--- config.mk ---
export PLATFORM = sky130hd
export DESIGN_NAME = seq_encoder_8to3_flat
export DESIGN_NICKNAME = d
export VERILOG_FILES = /design/src/rtl/seq_encoder_8to3_if.sv /design/src/rtl/seq_encoder_8to3.sv /design/src/flat_wrapper.sv
export SDC_FILE = /design/constraint.sdc
export NUM_CORES = 1
export LEC_CHECK = 0
export BUFFER_PORTS_ARGS = -buffer_cell sky130_fd_sc_hd__buf_2
export CAP_MARGIN = 30
export CELL_PAD_IN_SITES_DETAIL_PLACEMENT = 1
export CELL_PAD_IN_SITES_GLOBAL_PLACEMENT = 1
export CORE_MARGIN = 2
export CORE_UTILIZATION = 32
export DETAILED_ROUTE_END_ITERATION = 16
export PLACE_DENSITY = 0.79
export SLEW_MARGIN = 0
export SYNTH_ARGS = -nofsm -noshare
export SYNTH_HDL_FRONTEND = slang
export SYNTH_SLANG_ARGS = --single-unit
--- constraint.sdc ---
create_clock -name clk -period 2 [get_ports clk]
set_clock_uncertainty 0.1 [all_clocks]
set_input_delay 0 -clock clk [delete_from_list [all_inputs] [get_ports clk]]
set_output_delay 0 -clock clk [all_outputs]
set_load 0.01 [all_outputs]
--- src/rtl/seq_encoder_8to3_if.sv ---
// Request-vector / encoded-index handshake bundle for seq_encoder_8to3.
// slave is the encoder side, master is the producer/consumer side.
interface seq_encoder_8to3_if;
   logic       req_valid;
   logic [7:0] req_in;
   logic       req_ready;
   logic       idx_valid;
   logic [2:0] idx;
   logic       idx_ready;
   logic [7:0] pending;
   logic       done;
   logic       zero_req;

   modport slave (
      input  req_valid, req_in, idx_ready,
      output req_ready, idx_valid, idx, pending, done, zero_req
   );

   modport master (
      output req_valid, req_in, idx_ready,
      input  req_ready, idx_valid, idx, pending, done, zero_req
   );
endinterface

--- src/rtl/seq_encoder_8to3.sv ---
// Sequential multi-hot to binary encoder: takes an 8-bit vector and
// emits the index of every set bit, one per handshake, in priority order.
module seq_encoder_8to3 #(
   parameter bit LSB_FIRST = 1'b1
) (
   input  logic                 clk,
   input  logic                 rst,
   seq_encoder_8to3_if.slave    bus
);

   typedef enum logic [1:0] {
      IDLE  = 2'd0,
      SERVE = 2'd1
   } state_t;

   state_t     state_q, state_d;
   logic [7:0] pending_q, pending_d;
   logic       done_q, done_d;
   logic       zero_req_q, zero_req_d;

   logic [2:0] idx_sel;
   logic [7:0] cleared;

   // The last match in scan order wins, giving the priority bit.
   always_comb begin
      idx_sel = 3'd0;
      if (LSB_FIRST) begin
         for (int i = 7; i >= 0; i--)
            if (pending_q[i]) idx_sel = 3'(i);
      end else begin
         for (int i = 0; i < 8; i++)
            if (pending_q[i]) idx_sel = 3'(i);
      end
   end

   assign cleared = pending_q & ~(8'd1 << idx_sel);

   always_ff @(posedge clk or posedge rst) begin
      if (rst) begin
         state_q    <= IDLE;
         pending_q  <= 8'h00;
         done_q     <= 1'b0;
         zero_req_q <= 1'b0;
      end else begin
         state_q    <= state_d;
         pending_q  <= pending_d;
         done_q     <= done_d;
         zero_req_q <= zero_req_d;
      end
   end

   always_comb begin
      state_d    = state_q;
      pending_d  = pending_q;
      done_d     = 1'b0;
      zero_req_d = 1'b0;
      unique case (state_q)
         IDLE: begin
            if (bus.req_valid) begin
               pending_d = bus.req_in;
               if (bus.req_in != 8'h00) state_d = SERVE;
               else zero_req_d = 1'b1;
            end
         end
         SERVE: begin
            if (bus.idx_ready) begin
               pending_d = cleared;
               if (cleared == 8'h00) begin
                  state_d = IDLE;
                  done_d  = 1'b1;
               end
            end
         end
         default: begin
            state_d   = IDLE;
            pending_d = 8'h00;
         end
      endcase
   end

   always_comb begin
      bus.req_ready = (state_q == IDLE);
      bus.idx_valid = (state_q == SERVE);
      bus.idx       = (state_q == SERVE) ? idx_sel : 3'd0;
      bus.pending   = pending_q;
      bus.done      = done_q;
      bus.zero_req  = zero_req_q;
   end

endmodule

--- src/flat_wrapper.sv ---
// flat-port wrapper written by rule: the top's interface ports become plain ports
module seq_encoder_8to3_flat 
#(
   parameter bit LSB_FIRST = 1'b1
)
  (clk, rst, bus_req_valid, bus_req_in, bus_idx_ready, bus_req_ready, bus_idx_valid, bus_idx, bus_pending, bus_done, bus_zero_req);
  seq_encoder_8to3_if bus_i ();
  input  logic clk;
  input  logic rst;
  input wire logic [$bits(bus_i.req_valid)-1:0] bus_req_valid;
  input wire logic [$bits(bus_i.req_in)-1:0] bus_req_in;
  input wire logic [$bits(bus_i.idx_ready)-1:0] bus_idx_ready;
  output wire logic [$bits(bus_i.req_ready)-1:0] bus_req_ready;
  output wire logic [$bits(bus_i.idx_valid)-1:0] bus_idx_valid;
  output wire logic [$bits(bus_i.idx)-1:0] bus_idx;
  output wire logic [$bits(bus_i.pending)-1:0] bus_pending;
  output wire logic [$bits(bus_i.done)-1:0] bus_done;
  output wire logic [$bits(bus_i.zero_req)-1:0] bus_zero_req;
  assign bus_i.req_valid = bus_req_valid;
  assign bus_i.req_in = bus_req_in;
  assign bus_i.idx_ready = bus_idx_ready;
  assign bus_req_ready = bus_i.req_ready;
  assign bus_idx_valid = bus_i.idx_valid;
  assign bus_idx = bus_i.idx;
  assign bus_pending = bus_i.pending;
  assign bus_done = bus_i.done;
  assign bus_zero_req = bus_i.zero_req;
  seq_encoder_8to3 #(.LSB_FIRST(LSB_FIRST)) u_core (.clk(clk), .rst(rst), .bus(bus_i));
endmodule
==> results of run 1 <==
## worst register-to-register path: cells and delay by family (launching register included)
kind	cells	cell delay (ns)
flops	1	0.49
compound gates	2	0.29
simple gates	2	0.79
## final timing paths
| kind | startpoint | endpoint | depth (start not counted) |
|---|---|---|---|
| max in group asynchronous | rst | u_core.bus.pending[4] | 3 |
| min | bus_idx_ready | u_core.bus.pending[2] | 4 |
| max reg2reg | u_core.bus.pending[2] | u_core.state_q[0] | 4 |
| max | u_core.bus.pending[2] | u_core.state_q[0] | 4 |
| min in group asynchronous | rst | u_core.bus.zero_req | 3 |
| min reg2reg | u_core.bus.pending[2] | u_core.bus.pending[2] | 2 |
## repair_timing
item,in CTS,in global routing
endpoints found under the hold margin,20,0
endpoints found under the setup margin,0,0
buffers inserted,0,0
hold buffers,10,0
## per-layer routing
layer  GRT usage [%]  up-vias  wire (um)
met5               0        -          0
li1                -      355          -
met3           3.374        2         82
met1           25.29      369        981
met4           2.857        0         12
met2           36.99       15       1142
## layout by cell type (no fill, tap or decap)
| cell | n |
|---|---|
| mux2i_1 | 2 |
| a2bb2oi_1 | 1 |
| o41ai_1 | 1 |
| or3_1 | 1 |
| nor2b_1 | 1 |
| clkbuf_4 | 3 |
| maj3_2 | 1 |
| o31a_1 | 1 |
| o21ai_0 | 3 |
| nor3_1 | 3 |
| inv_1 | 4 |
| o21bai_1 | 2 |
| a21oi_1 | 12 |
| nand2b_1 | 1 |
| dlygate4sd3_1 | 10 |
| nor2_1 | 12 |
| dfrtp_1 | 11 |
| mux2_2 | 1 |
| buf_2 | 26 |
| nor4_4 | 1 |
| nor4b_1 | 1 |
| nor4_1 | 2 |
| a211oi_1 | 1 |
| a2111oi_0 | 1 |
| nand2_1 | 9 |
| buf_4 | 2 |
| a21boi_0 | 1 |
| and3_1 | 1 |
| clkbuf_1 | 1 |
| a22o_1 | 1 |
## sequential cells by signal (all words and copies together) (netlist names)
signal	count
u_core.bus.done	1
u_core.bus.zero_req	1
u_core.state_q	1
u_core.bus.pending	8
## kinds of logic (layout without fill, tap and decap cells)
family | count (synthesis) | count (layout) | synth area share, %
compound gates | 24 | 24 | 23.02
fa+ha+maj | 1 | 1 | 1.741
buf+inv | 5 | 46 | 2.900
flops | 11 | 11 | 42.55
mux | 3 | 3 | 4.836
simple gates | 32 | 32 | 24.95
## area by class of cell
type / instances / area (sq um)
Fill cell: 256 / 993.5
Multi-Input combinational cell: 60 / 352.8
Sequential cell: 11 / 275.3
Inverter: 4 / 15.01
Clock buffer: 4 / 26.28
Timing Repair Buffer: 38 / 245.2
Tap cell: 27 / 33.78
## stage by stage
step	power (mW)	area [sq um]	hold slack, ns	util [%]	worst slack (ns)
2_1_floorplan	0.9442	646.9	-0.2476	-	0.3261
3_3_place_gp	1.234	822.0	-0.07269	42.33	0.2853
3_5_place_dp	1.255	822.0	-0.05855	42.33	0.2116
4_1_cts	1.431	948.4	0.03013	48.84	0.1924
5_1_grt	1.552	948.4	0.03940	48.84	0.07979
6_report	1.437	948.4	0.02973	48.84	0.2142
## cells in the mapped netlist (2+ instances only)
cell type | number | area [sq um]
nor4_1 | 2 | 12.51
dfrtp_1 | 11 | 275.3
o21bai_1 | 2 | 15.01
nor2_1 | 12 | 45.04
inv_1 | 4 | 15.01
a21oi_1 | 12 | 60.06
mux2i_1 | 2 | 20.02
o21ai_0 | 3 | 15.01
nor3_1 | 3 | 15.01
nand2_1 | 9 | 33.78
## power groups by stage
stage	combinational, mW	clock [mW]	sequential (mW)
CTS	0.805	0.162	0.465
detailed placement	0.785	0	0.469
finish	0.807	0.162	0.468
floorplan	0.471	0	0.473
global route	0.891	0.174	0.487
global placement	0.775	0	0.459
==> results.sh, run 1 <==
export IMPL_max_stage_delay_ns=0.49
export IMPL_routed_wl_um=2218
export IMPL_synthArstFlopShare_pct=100.0
export IMPL_worstPathArrival_ns=1.84
export IMPL_slowest_stage="dfrtp_1"
export IMPL_wl_per_cell_um=15.40
export IMPL_cts_made_buffers=3
export IMPL_seqPwrFrac_pct=32.5
export IMPL_diodes=0
export IMPL_fmax_ghz=0.5600
export IMPL_route_detailed_drc=0
export IMPL_cp_max_fo=9
export IMPL_gp_congestion=0.8205
export IMPL_io_buffers=26
export IMPL_antenna_found_initial=0
export IMPL_synthCells=76
export IMPL_ys_warn_count=0
export IMPL_drive_gt1_share_pct=29.06
export IMPL_r2r_slack_ns=0.21
export IMPL_cp_top_family="simple AND/OR/NAND/NOR gates"
export IMPL_rsz0062_at_grt="false"
export IMPL_clk_insertion_delay_late_ns=0.27
export IMPL_p_comb_share_pct=56.2
export IMPL_die_y_um=48.96
export IMPL_finalSetupViolCount=0
export IMPL_cts_root_buf="clkbuf_4"
export IMPL_finalHoldViolations=0
export IMPL_dpl_hpwl_um=1556
export IMPL_internal_power_uw=745.1
export IMPL_cp_num_buf_inv=0
export IMPL_grt_usage_pct=20.21
export IMPL_fin_crit_ns=1.786
export IMPL_die_area_sq_um=2397
export IMPL_synthFlopType="dfrtp_1"
export IMPL_worstMarginPinSlew_ns=0.4965
export IMPL_nNetsFinal=130
export IMPL_num_rows=16
export IMPL_start_util_pct=33.31
export IMPL_netlist_area_sq_um=646.9
export IMPL_max_slew_margin_pct=66.59
export IMPL_die_w_um=48.96
export IMPL_yosysSeqAreaShare_pct=42.55
export IMPL_synth_seq_cells=11
export IMPL_status="complete, no violations"
export IMPL_switching_share_pct=48.14
export IMPL_grt_pass1_wl_um=3732
export IMPL_grt_start_max_net_pins=12
export IMPL_drv_cap=0
export IMPL_drv_slew=0
export IMPL_required_ns=2.05
export IMPL_finalNonFillerCells=144
export IMPL_routed_via_density=5.146
export IMPL_syn2layout_area_growth_pct=46.62
export IMPL_critical_path_class="flop to flop"
export IMPL_vias=741
export IMPL_grt_pass1_vias=785
export IMPL_worst_setup_path_start_kind="flop"
export IMPL_hp_class="input port to flop"
export IMPL_power_switching_uw=691.6
export IMPL_worst_setup_path_end_kind="flop"
export IMPL_core_sq_um=1942
export IMPL_cts_htree_levels=1
export IMPL_cts_tree="yes"
export IMPL_p_leak_nw=0.4715
export IMPL_p_per_area_nw_per_um2=1515
export IMPL_clkSinkCount=11
export IMPL_final_antenna_net_count=0
export IMPL_syn_mean_instance_area_sq_um=8.511
export IMPL_clockBufferDepth=2
export IMPL_drt_iter0_drc=9
export IMPL_crit_chain="nor4b_1 -> a21oi_1 -> or3_1 -> a2bb2oi_1"
export IMPL_place_inst=130
export IMPL_ios=27
export IMPL_synth_edf_count=0
export IMPL_syn_nets=88
export IMPL_clockPowerShare_pct=11.3
export IMPL_post_route_period_util_pct=89.29
export IMPL_overflow=0
export IMPL_irDropWorstVdd_mv=0.7032
export IMPL_firstDrtPassIters=4
export IMPL_synth_cell_type_count=26
export IMPL_clkTransAtPathRegs_ns=0.08
export IMPL_setup_tns_ns=0
export IMPL_cts_resized=0
Power figures use the tool's default switching activity.
==> inputs of run 2 (changes only) <==
--- a/config.mk
+++ b/config.mk
@@ -5,6 +5,7 @@
 export SDC_FILE = /design/constraint.sdc
 export NUM_CORES = 1
 export LEC_CHECK = 0
+export ABC_AREA = 1
 export BUFFER_PORTS_ARGS = -buffer_cell sky130_fd_sc_hd__buf_2
 export CAP_MARGIN = 30
 export CELL_PAD_IN_SITES_DETAIL_PLACEMENT = 1
@@ -12,7 +13,7 @@
 export CORE_MARGIN = 2
 export CORE_UTILIZATION = 32
 export DETAILED_ROUTE_END_ITERATION = 16
-export PLACE_DENSITY = 0.79
+export PLACE_DENSITY = 0.8
 export SLEW_MARGIN = 0
 export SYNTH_ARGS = -nofsm -noshare
 export SYNTH_HDL_FRONTEND = slang
==> run 2 against run 1 <==
  * Clock power about the same
  * Maximum frequency increased by 2.7%
  * Core utilization decreased by 1.3 points
  * Sequential share of layout area decreased by 2.1 points
  * Global-route usage decreased by 1.2 points
  * Via count increased by 9.0%
  * Die area increased by 8.7%
  * Sequential power decreased by 9.4%
  * Register-to-register slack improved by 0.19 ns
  * Flip-flop and latch count unchanged
  * Worst hold slack improved by 0.13 ns
  * Critical endpoint unchanged
  * Largest power group unchanged
==> results.sh, run 2 <==
export IMPL_r2r_slack_ns=0.40
export IMPL_grt_pass1_wl_um=3615
export IMPL_pre_cts_slack_ns=0.3922
export IMPL_reg2reg_to="u_core.bus.pending[7]"
export IMPL_final_common_cell="buf_2"
export IMPL_grt_pass1_vias=801
export IMPL_fin_ws_ns=0.2610
export IMPL_worstPathArrival_ns=1.81
export IMPL_fin_crit_ns=1.739
export IMPL_finalSetupViolCount=0
export IMPL_p_leak_nw=0.5330
export IMPL_final_antenna_net_count=0
export IMPL_clkTransAtPathRegs_ns=0.08
export IMPL_setup_tns_ns=0
export IMPL_largest_reg_flops=8
export IMPL_cts_resized=0
export IMPL_internal_power_uw=791.7
export IMPL_core_sq_um=2148
export IMPL_required_ns=2.07
export IMPL_diodes=0
export IMPL_drv_slew=0
export IMPL_yosysSeqAreaShare_pct=38.87
export IMPL_seqPwrFrac_pct=25.7
export IMPL_post_route_period_util_pct=86.95
export IMPL_nFillCells=291
export IMPL_antenna_found_initial=0
export IMPL_cts_made_buffers=3
export IMPL_reg2reg_depth=5
export IMPL_netlist_area_sq_um=708.2
export IMPL_num_rows=17
export IMPL_worstMarginPinSlew_ns=0.4552
export IMPL_p_per_area_nw_per_um2=1616
export IMPL_drt_iter0_drc=6
export IMPL_finalHoldViolations=0
export IMPL_p_comb_share_pct=64.5
export IMPL_synthArstFlopShare_pct=100.0
export IMPL_placed_area_sq_um=864.6
export IMPL_cts_root_buf="clkbuf_4"
export IMPL_synth_common_cells="nand2_1, dfrtp_1, inv_1, nor2_1, o21ai_1"
export IMPL_ys_warn_count=0
export IMPL_synth_cell_type_count=21
export IMPL_timing_rr_start="u_core.state_q[0]"
export IMPL_critical_path_class="input port to flop"
export IMPL_syn_mean_instance_area_sq_um=7.153
export IMPL_power_switching_uw=858.2
export IMPL_io_buffers=26
export IMPL_synth_seq_cells=11
export IMPL_drv_cap=0
export IMPL_drive_gt1_share_pct=30.71
export IMPL_routed_via_density=4.810
export IMPL_die_w_um=51.05
export IMPL_clk_insertion_delay_late_ns=0.28
export IMPL_die_area_sq_um=2606
export IMPL_gp_congestion=0.8526
export IMPL_irDropWorstVdd_mv=0.6952
export IMPL_worst_setup_path_start_kind="input port"
export IMPL_final_area_sq_um=1021
export IMPL_ios=27
export IMPL_yosysTopAreaCell="dfrtp_1"
export IMPL_routed_wl_um=2211
export IMPL_synthFlopType="dfrtp_1"
export IMPL_yosysMostFrequentCell="nand2_1"
export IMPL_synth_top_area_share_pct=38.87
export IMPL_hp_class="input port to asynchronous set/reset pin"
export IMPL_rsz0062_at_grt="false"
export IMPL_place_inst=151
export IMPL_finalNonFillerCells=168
export IMPL_fmax_ghz=0.5751
export IMPL_status="complete, no violations"
export IMPL_firstDrtPassIters=4
export IMPL_switching_share_pct=52.01
export IMPL_grt_usage_pct=19.01
export IMPL_overflow=0
export IMPL_worst_setup_path_end_kind="flop"
export IMPL_syn_nets=111
export IMPL_nNetsFinal=153
export IMPL_synthCells=99
export IMPL_cp_max_fo=2
export IMPL_max_slew_margin_pct=69.62
export IMPL_wl_per_cell_um=13.16
export IMPL_clockPowerShare_pct=9.8
export IMPL_die_y_um=51.05
export IMPL_syn2layout_area_growth_pct=44.17
export IMPL_cts_htree_levels=1
export IMPL_cts_tree="yes"
export IMPL_power_mw=1.650
export IMPL_start_util_pct=32.96
export IMPL_netlist_top_cells_area="dfrtp_1, nand2_1, o21ai_1"
export IMPL_synth_edf_count=0
export IMPL_clockBufferDepth=2
export IMPL_clkSinkCount=11
export IMPL_vias=808
export IMPL_route_detailed_drc=0
export IMPL_dpl_hpwl_um=1656
export IMPL_grt_start_max_net_pins=15
export IMPL_layout_common_cells="buf_2, nand2_1, dlygate4sd3_1, dfrtp_1, inv_1"
## run 2: metal layers
metal | up-vias | track usage, % | share of wire (%)
li1 | 410 | - | -
met1 | 376 | 24.54 | 47
met2 | 17 | 30.74 | 47
met3 | 5 | 2.047 | 3.5
met4 | 0 | 10.81 | 2.2
met5 | - | 0 | 0
## run 2: cells by family (layout without fill, tap and decap cells)
kind of cell,Yosys count,after routing,share of synthesized area [%]
AO/OA/AOI/OAI,23,23,17.67
AND/OR/NAND/NOR,49,49,34.28
buffers and inverters,16,57,9.186
flip-flops,11,11,38.87
## run 2: through the flow
stage	hold slack, ns	utilization (%)
floorplan	-0.2476	-
finish	0.1638	47.52
global placement	-0.07440	40.24
CTS	0.1715	47.52
detailed placement	-0.06776	40.24
global route	0.2316	47.52
## run 2: critical path, stage by stage
cell	delay, ns
dlygate4sd3_1	0.53
buf_2	0.13
nor4_1	0.26
dlygate4sd3_1	0.59
nand2_1	0.07
a21oi_1	0.16
nor2_2	0.06
## run 2: worst max-delay path by stage
stage,from,endpoint,slack [ns],depth (start not counted)
2_1_floorplan,u_core.bus.pending[1],u_core.state_q[0],0.50,10
3_3_place_gp,u_core.bus.pending[5],u_core.state_q[0],0.45,10
3_5_place_dp,u_core.bus.pending[1],u_core.state_q[0],0.39,10
4_1_cts,bus_req_in[4],u_core.state_q[0],0.27,7
5_1_grt,bus_req_in[4],u_core.state_q[0],0.16,7
6_report,bus_req_in[4],u_core.state_q[0],0.26,7
## run 2: final cells by class
| cell class | count | area (sq um) | area share [%] |
|---|---|---|---|
| multi-input cells | 72 | 367.9 | 36.03 |
| flip-flops and latches | 11 | 275.3 | 26.96 |
| repair buffers | 40 | 267.8 | 26.23 |
| inverters | 13 | 48.80 | 4.779 |
| well taps | 28 | 35.03 | 3.431 |
| clock buffers | 4 | 26.28 | 2.574 |
## run 2: timing repair
action | 4_1_cts | 5_1_grt
endpoints found under the hold margin | 21 | 0
setup buffers | 0 | 0
hold buffers | 13 | 0
## run 2: power groups by stage
stage	clock network [mW]	registers (mW)	logic, mW
floorplan	0	0.449	0.705
global placement	0	0.423	1.03
detailed placement	0	0.429	1.05
CTS	0.171	0.426	1.07
global route	0.173	0.443	1.19
finish	0.161	0.424	1.06
